## src/rtl/ball_motion_ctrl.sv

```systemverilog
// Frame-paced ball motion controller: moves the ball centre once per frame,
// reflecting off the visible-area walls and counting reflections.
module ball_motion_ctrl #(
   parameter int BALL_SIZE  = 20,
   parameter int H_ACTIVE   = 640,
   parameter int V_ACTIVE   = 480,
   parameter int X_INIT     = 320,
   parameter int Y_INIT     = 240,
   parameter int SPEED_INIT = 2
) (
   input  logic       clk,
   input  logic       rst_n,
   input  logic       frame_start,
   input  logic       run,
   input  logic       step_req,
   input  logic       cfg_valid,
   input  logic [2:0] cfg_speed_x,
   input  logic [2:0] cfg_speed_y,
   output logic       cfg_ready,
   output logic [9:0] ball_x,
   output logic [9:0] ball_y,
   output logic       dir_x,
   output logic       dir_y,
   output logic       busy,
   output logic       upd_done,
   output logic [7:0] bounce_cnt
);

   localparam logic [10:0] POS_MIN = 11'(BALL_SIZE);
   localparam logic [10:0] X_MAX   = 11'(H_ACTIVE - BALL_SIZE);
   localparam logic [10:0] Y_MAX   = 11'(V_ACTIVE - BALL_SIZE);

   typedef enum logic [1:0] {IDLE, UPD_X, UPD_Y, DONE} state_t;

   state_t     state;
   logic [2:0] speed_x;
   logic [2:0] speed_y;
   logic       step_pending;
   logic [11:0] x_nxt;
   logic [11:0] y_nxt;

   // Result packing: {wall_hit, new_dir, new_pos[9:0]}. Math at 11 bits so the
   // sum never wraps before it is clamped to the wall.
   function automatic logic [11:0] axis_step(input logic [9:0]  pos,
                                             input logic        dir,
                                             input logic [2:0]  spd,
                                             input logic [10:0] lim);
      logic [10:0] pos_w;
      logic [10:0] spd_w;
      pos_w = {1'b0, pos};
      spd_w = {8'd0, spd};
      if (dir) begin
         if (pos_w + spd_w >= lim)
            axis_step = {1'b1, 1'b0, 10'(lim)};
         else
            axis_step = {1'b0, 1'b1, 10'(pos_w + spd_w)};
      end else begin
         if (pos_w <= POS_MIN + spd_w)
            axis_step = {1'b1, 1'b1, 10'(POS_MIN)};
         else
            axis_step = {1'b0, 1'b0, 10'(pos_w - spd_w)};
      end
   endfunction

   function automatic logic [7:0] sat_inc(input logic [7:0] v);
      sat_inc = (v == 8'hFF) ? v : v + 8'd1;
   endfunction

   assign x_nxt     = axis_step(ball_x, dir_x, speed_x, X_MAX);
   assign y_nxt     = axis_step(ball_y, dir_y, speed_y, Y_MAX);
   assign cfg_ready = rst_n && (state == IDLE);
   assign busy      = rst_n && (state != IDLE);

   always_ff @(posedge clk) begin
      if (!rst_n) begin
         state        <= IDLE;
         ball_x       <= 10'(X_INIT);
         ball_y       <= 10'(Y_INIT);
         dir_x        <= 1'b1;
         dir_y        <= 1'b1;
         speed_x      <= 3'(SPEED_INIT);
         speed_y      <= 3'(SPEED_INIT);
         bounce_cnt   <= 8'd0;
         step_pending <= 1'b0;
         upd_done     <= 1'b0;
      end else begin
         upd_done <= 1'b0;
         if (step_req && !run)
            step_pending <= 1'b1;
         if (cfg_valid && (state == IDLE)) begin
            speed_x <= cfg_speed_x;
            speed_y <= cfg_speed_y;
         end
         case (state)
            IDLE: begin
               if (frame_start && (run || step_pending)) begin
                  state        <= UPD_X;
                  step_pending <= 1'b0;
               end
            end
            UPD_X: begin
               ball_x <= x_nxt[9:0];
               dir_x  <= x_nxt[10];
               if (x_nxt[11])
                  bounce_cnt <= sat_inc(bounce_cnt);
               state <= UPD_Y;
            end
            UPD_Y: begin
               ball_y <= y_nxt[9:0];
               dir_y  <= y_nxt[10];
               if (y_nxt[11])
                  bounce_cnt <= sat_inc(bounce_cnt);
               upd_done <= 1'b1;
               state    <= DONE;
            end
            DONE:    state <= IDLE;
            default: state <= IDLE;
         endcase
      end
   end

endmodule

```

## config.mk

```make
export PLATFORM = sky130hd
export DESIGN_NAME = ball_motion_ctrl
export DESIGN_NICKNAME = d
export VERILOG_FILES = /design/src/rtl/ball_motion_ctrl.sv
export SDC_FILE = /design/constraint.sdc
export NUM_CORES = 1
export LEC_CHECK = 0
export CAP_MARGIN = 20
export CORE_MARGIN = 3
export CORE_UTILIZATION = 44
export CTS_BUF_LIST = sky130_fd_sc_hd__clkbuf_2
export DETAILED_ROUTE_END_ITERATION = 8
export GPL_TIMING_DRIVEN = 0
export PLACE_DENSITY = 0.66
export SLEW_MARGIN = 40
export SYNTH_ARGS = -nofsm -noshare
export SYNTH_HDL_FRONTEND = slang
export SYNTH_SLANG_ARGS = --single-unit
export TNS_END_PERCENT = 50
```

## constraint.sdc

```tcl
create_clock -name clk -period 4.6 [get_ports clk]
set_input_delay 1.38 -clock clk [delete_from_list [all_inputs] [get_ports clk]]
set_output_delay 1.38 -clock clk [all_outputs]
set_load 0.01 [all_outputs]
```

==> impl_metrics.env <==
export IMPL_hold_start="step_pending$_SDFF_PN0_"
export IMPL_power_internal_uw=881
export IMPL_grt_overflow=0
export IMPL_synth_seq_cells=40
export IMPL_timing_final_crit_share_pct=95.4
export IMPL_hold_class="register to register"
export IMPL_die_y_um=92.3
export IMPL_ios=45
export IMPL_p_sw_share_pct=45.2
export IMPL_final_layout_size_suffix_gt1_share_pct=8.07
export IMPL_synth_top_cell_area_share_pct=24.5
export IMPL_tightestPinTransition_ps=570
export IMPL_sequentialPowerShare_pct=28.8
export IMPL_dieWidth_um=92.3
export IMPL_critical_path_peak_fanout=10
export IMPL_relSlewSlack_pct=62.0
export IMPL_stdcell_area_um2=3910
export IMPL_clock_sinks=40
export IMPL_hold_viol_final=0
export IMPL_maxSlewViolCount=0
export IMPL_async_flop_share_pct=0
export IMPL_cap_violations=0
export IMPL_cp_depth=5
export IMPL_fill_cells=726
export IMPL_grt_pass1_vias=3028
export IMPL_cp_cell_sequence="dlygate4sd2_1, clkinvlp_4, clkbuf_1, nor2_1, clkdlybuf4s50_1"
export IMPL_worstSkewPairLatency_ps=440
export IMPL_reg2reg_depth=11
export IMPL_crit_type="primary input to output pin"
export IMPL_ys_warnings_count=0
export IMPL_worstReg2RegStart="ball_x[0]$_SDFFE_PN0P_"
export IMPL_antennaDiodeCount=0
export IMPL_rsz0062_at_grt="false"
export IMPL_cts_tree="built"
export IMPL_io_buffer_count=44
export IMPL_crit_required_ps=3220
export IMPL_area_growth_pct=19.5
export IMPL_power_frac_comb_pct=56.5
export IMPL_die_area_um2=8510
export IMPL_fin_setup_tns_ps=0
export IMPL_cpPeakStageDelay_ps=560
export IMPL_grtUsageTotal_pct=22.0
export IMPL_synth_cell_types=70
export IMPL_yosysTopAreaCell="dfxtp_1"
export IMPL_synth_flop_cell="dfxtp_1"
export IMPL_finalSetupViolCount=0
export IMPL_synth_area_leaders="dfxtp_1 24%, ha_1 6.9%, o21ai_0 6.4%, a21oi_1 5.7%, nand2_1 4.8%"
export IMPL_vias_per_cell=5.79
export IMPL_critPathArrivalTime_ps=3010
export IMPL_hpwl_mm=7.11
export IMPL_worst_slack_ps=210
export IMPL_syn_avg_cell_area_um2=7.59
export IMPL_status="complete, no violations"
export IMPL_synth_edf_count=0
export IMPL_setup_worst_path_start_class="primary input"
export IMPL_vias=3353
export IMPL_grt_start_max_net_pins=15
export IMPL_ir_worst_vdd_mv=0.218
export IMPL_syn_area_um2=3270
export IMPL_dp_slack_ps=-467
export IMPL_final_nets=516
export IMPL_wire_per_inst_um=16.2
export IMPL_drc=0
export IMPL_fmax_mhz=228
export IMPL_numCtsBuffers=5
export IMPL_h_tree_depth=2
export IMPL_wirelength_mm=9.39
export IMPL_clk_pin_slew_ps=250
export IMPL_synth_cells=431
export IMPL_syn_nets=465
export IMPL_gp_congestion=0.941
export IMPL_cts_root_buf="clkbuf_2"
export IMPL_first_pass_iters=5
export IMPL_synthTopCellsByCount="42 x nand2_1, 42 x o21ai_0, 40 x dfxtp_1"
export IMPL_antenna_found_initial=0
export IMPL_cts_path_max_buffers=2
export IMPL_layout_cells_non_filler=579
export IMPL_critical_path_top_delay_family="buffers and inverters"
export IMPL_clock_skew_final_ps=16.4
export IMPL_synth_seq_area_share_pct=24.5
export IMPL_drtIter0Drc=208
export IMPL_dp_cells=571
export IMPL_clkPwrFrac_pct=14.7
export IMPL_cp_startpoint="rst_n"
export IMPL_core_um2=7020
export IMPL_min_path_cells=1
export IMPL_grt_pass1_wl_mm=15.2
export IMPL_cp_end_kind="output pin"
export IMPL_leakage_nw=1.43
export IMPL_start_util_pct=46.6
export IMPL_power_density_nw_per_um2=411
export IMPL_ant_nets=0
export IMPL_switchingPower_uw=726
export IMPL_slowest_stage="clkdlybuf4s50_1"
export IMPL_post_dp_cell_area_um2=3830
export IMPL_finalCriticalPeriod_ps=4390
export IMPL_path_buf_inv=4
export IMPL_row_count=30
export IMPL_r2r_setup_slack_ps=1220
[power by group through the flow]
| stage | combinational (mW) | sequential [mW] | clock (mW) |
|---|---|---|---|
| after floorplan | 0.626 | 0.469 | 0 |
| after global placement | 0.880 | 0.467 | 0 |
| after CTS | 0.901 | 0.462 | 0.239 |
| after detailed placement | 0.897 | 0.468 | 0 |
| final | 0.908 | 0.462 | 0.237 |
| after global routing | 1.01 | 0.471 | 0.250 |
[logic make-up after synthesis]
group,Yosys count,synth area share (%)
fa+ha+maj,22,9.33
mux,5,1.53
simple gates,157,25.4
buf+inv,54,7.11
compound gates,141,28.9
flops,40,24.5
xor+xnor,12,3.21
[final cells by class]
class                   count  area, µm²  area share, %
well taps                  96        120           3.07
repair buffers             45        447           11.4
flip-flops and latches     40        801           20.5
multi-input cells         337       2240           57.3
clock buffers               5       25.0          0.640
plain buffers              26        128           3.26
inverters                  27        105           2.69
clock inverters             3       46.3           1.18
[flip-flops by register name (all words and copies together) (netlist names)]
| signal | cells |
|---|---|
| ball_x | 10 |
| dir_x | 1 |
| ball_y | 10 |
| bounce_cnt | 8 |
| dir_y | 1 |
| state | 2 |
| upd_done | 1 |
| speed_x | 3 |
| step_pending | 1 |
| speed_y | 3 |
[what timing repair did]
action,in CTS,in global routing
setup endpoints to repair,1,0
setup buffers,1,0
hold buffers,0,0
endpoints found under the hold margin,0,0
resized for setup,2,0
[layout by cell type (no fill, tap or decap), types with 6 or more instances in the layout]
master and instances:
clkdlybuf4s50_1 43, nand2_1 42, o21ai_0 42, dfxtp_1 40
a21oi_1 37, inv_1 26, nor2_1 25, clkbuf_1 19
nand3_1 19, ha_1 18, nor2b_1 10, nor3_1 9
xnor2_1 9, nand2b_1 8, o31ai_1 8, o21a_1 8
or4_1 7, nand4_1 6
[stage by stage]
stage | hold slack, ps | util [%] | power (mW)
detailed placement | 475 | 54.6 | 1.37
finish | 506 | 55.7 | 1.61
CTS | 509 | 55.7 | 1.60
global route | 536 | 55.7 | 1.73
global placement | 461 | 54.6 | 1.35
floorplan | 449 | - | 1.10
[per-layer routing]
metal | up-vias | track usage [%] | wire length, µm
li1 | 1663 | - | -
met2 | 109 | 32.2 | 3980
met3 | 9 | 4.27 | 614
met1 | 1572 | 33.2 | 4670
met5 | - | 0 | 0
met4 | 0 | 4.58 | 118
[final timing paths]
check,end
max,busy
min,step_pending$_SDFF_PN0_
max reg2reg,bounce_cnt[5]$_SDFFE_PN0P_
min reg2reg,step_pending$_SDFF_PN0_
[worst reg2reg max path, cell delays in order, from the launching register on]
cell	delay, ps
dfxtp_1	390
ha_1	240
fa_1	490
nor2b_4	190
nor2_1	350
mux2i_1	130
a32o_2	330
a311oi_2	350
nor2b_2	170
buf_6	180
nor4_2	310
mux2i_1	210
Note: power is estimated with default switching activity, not from simulation.
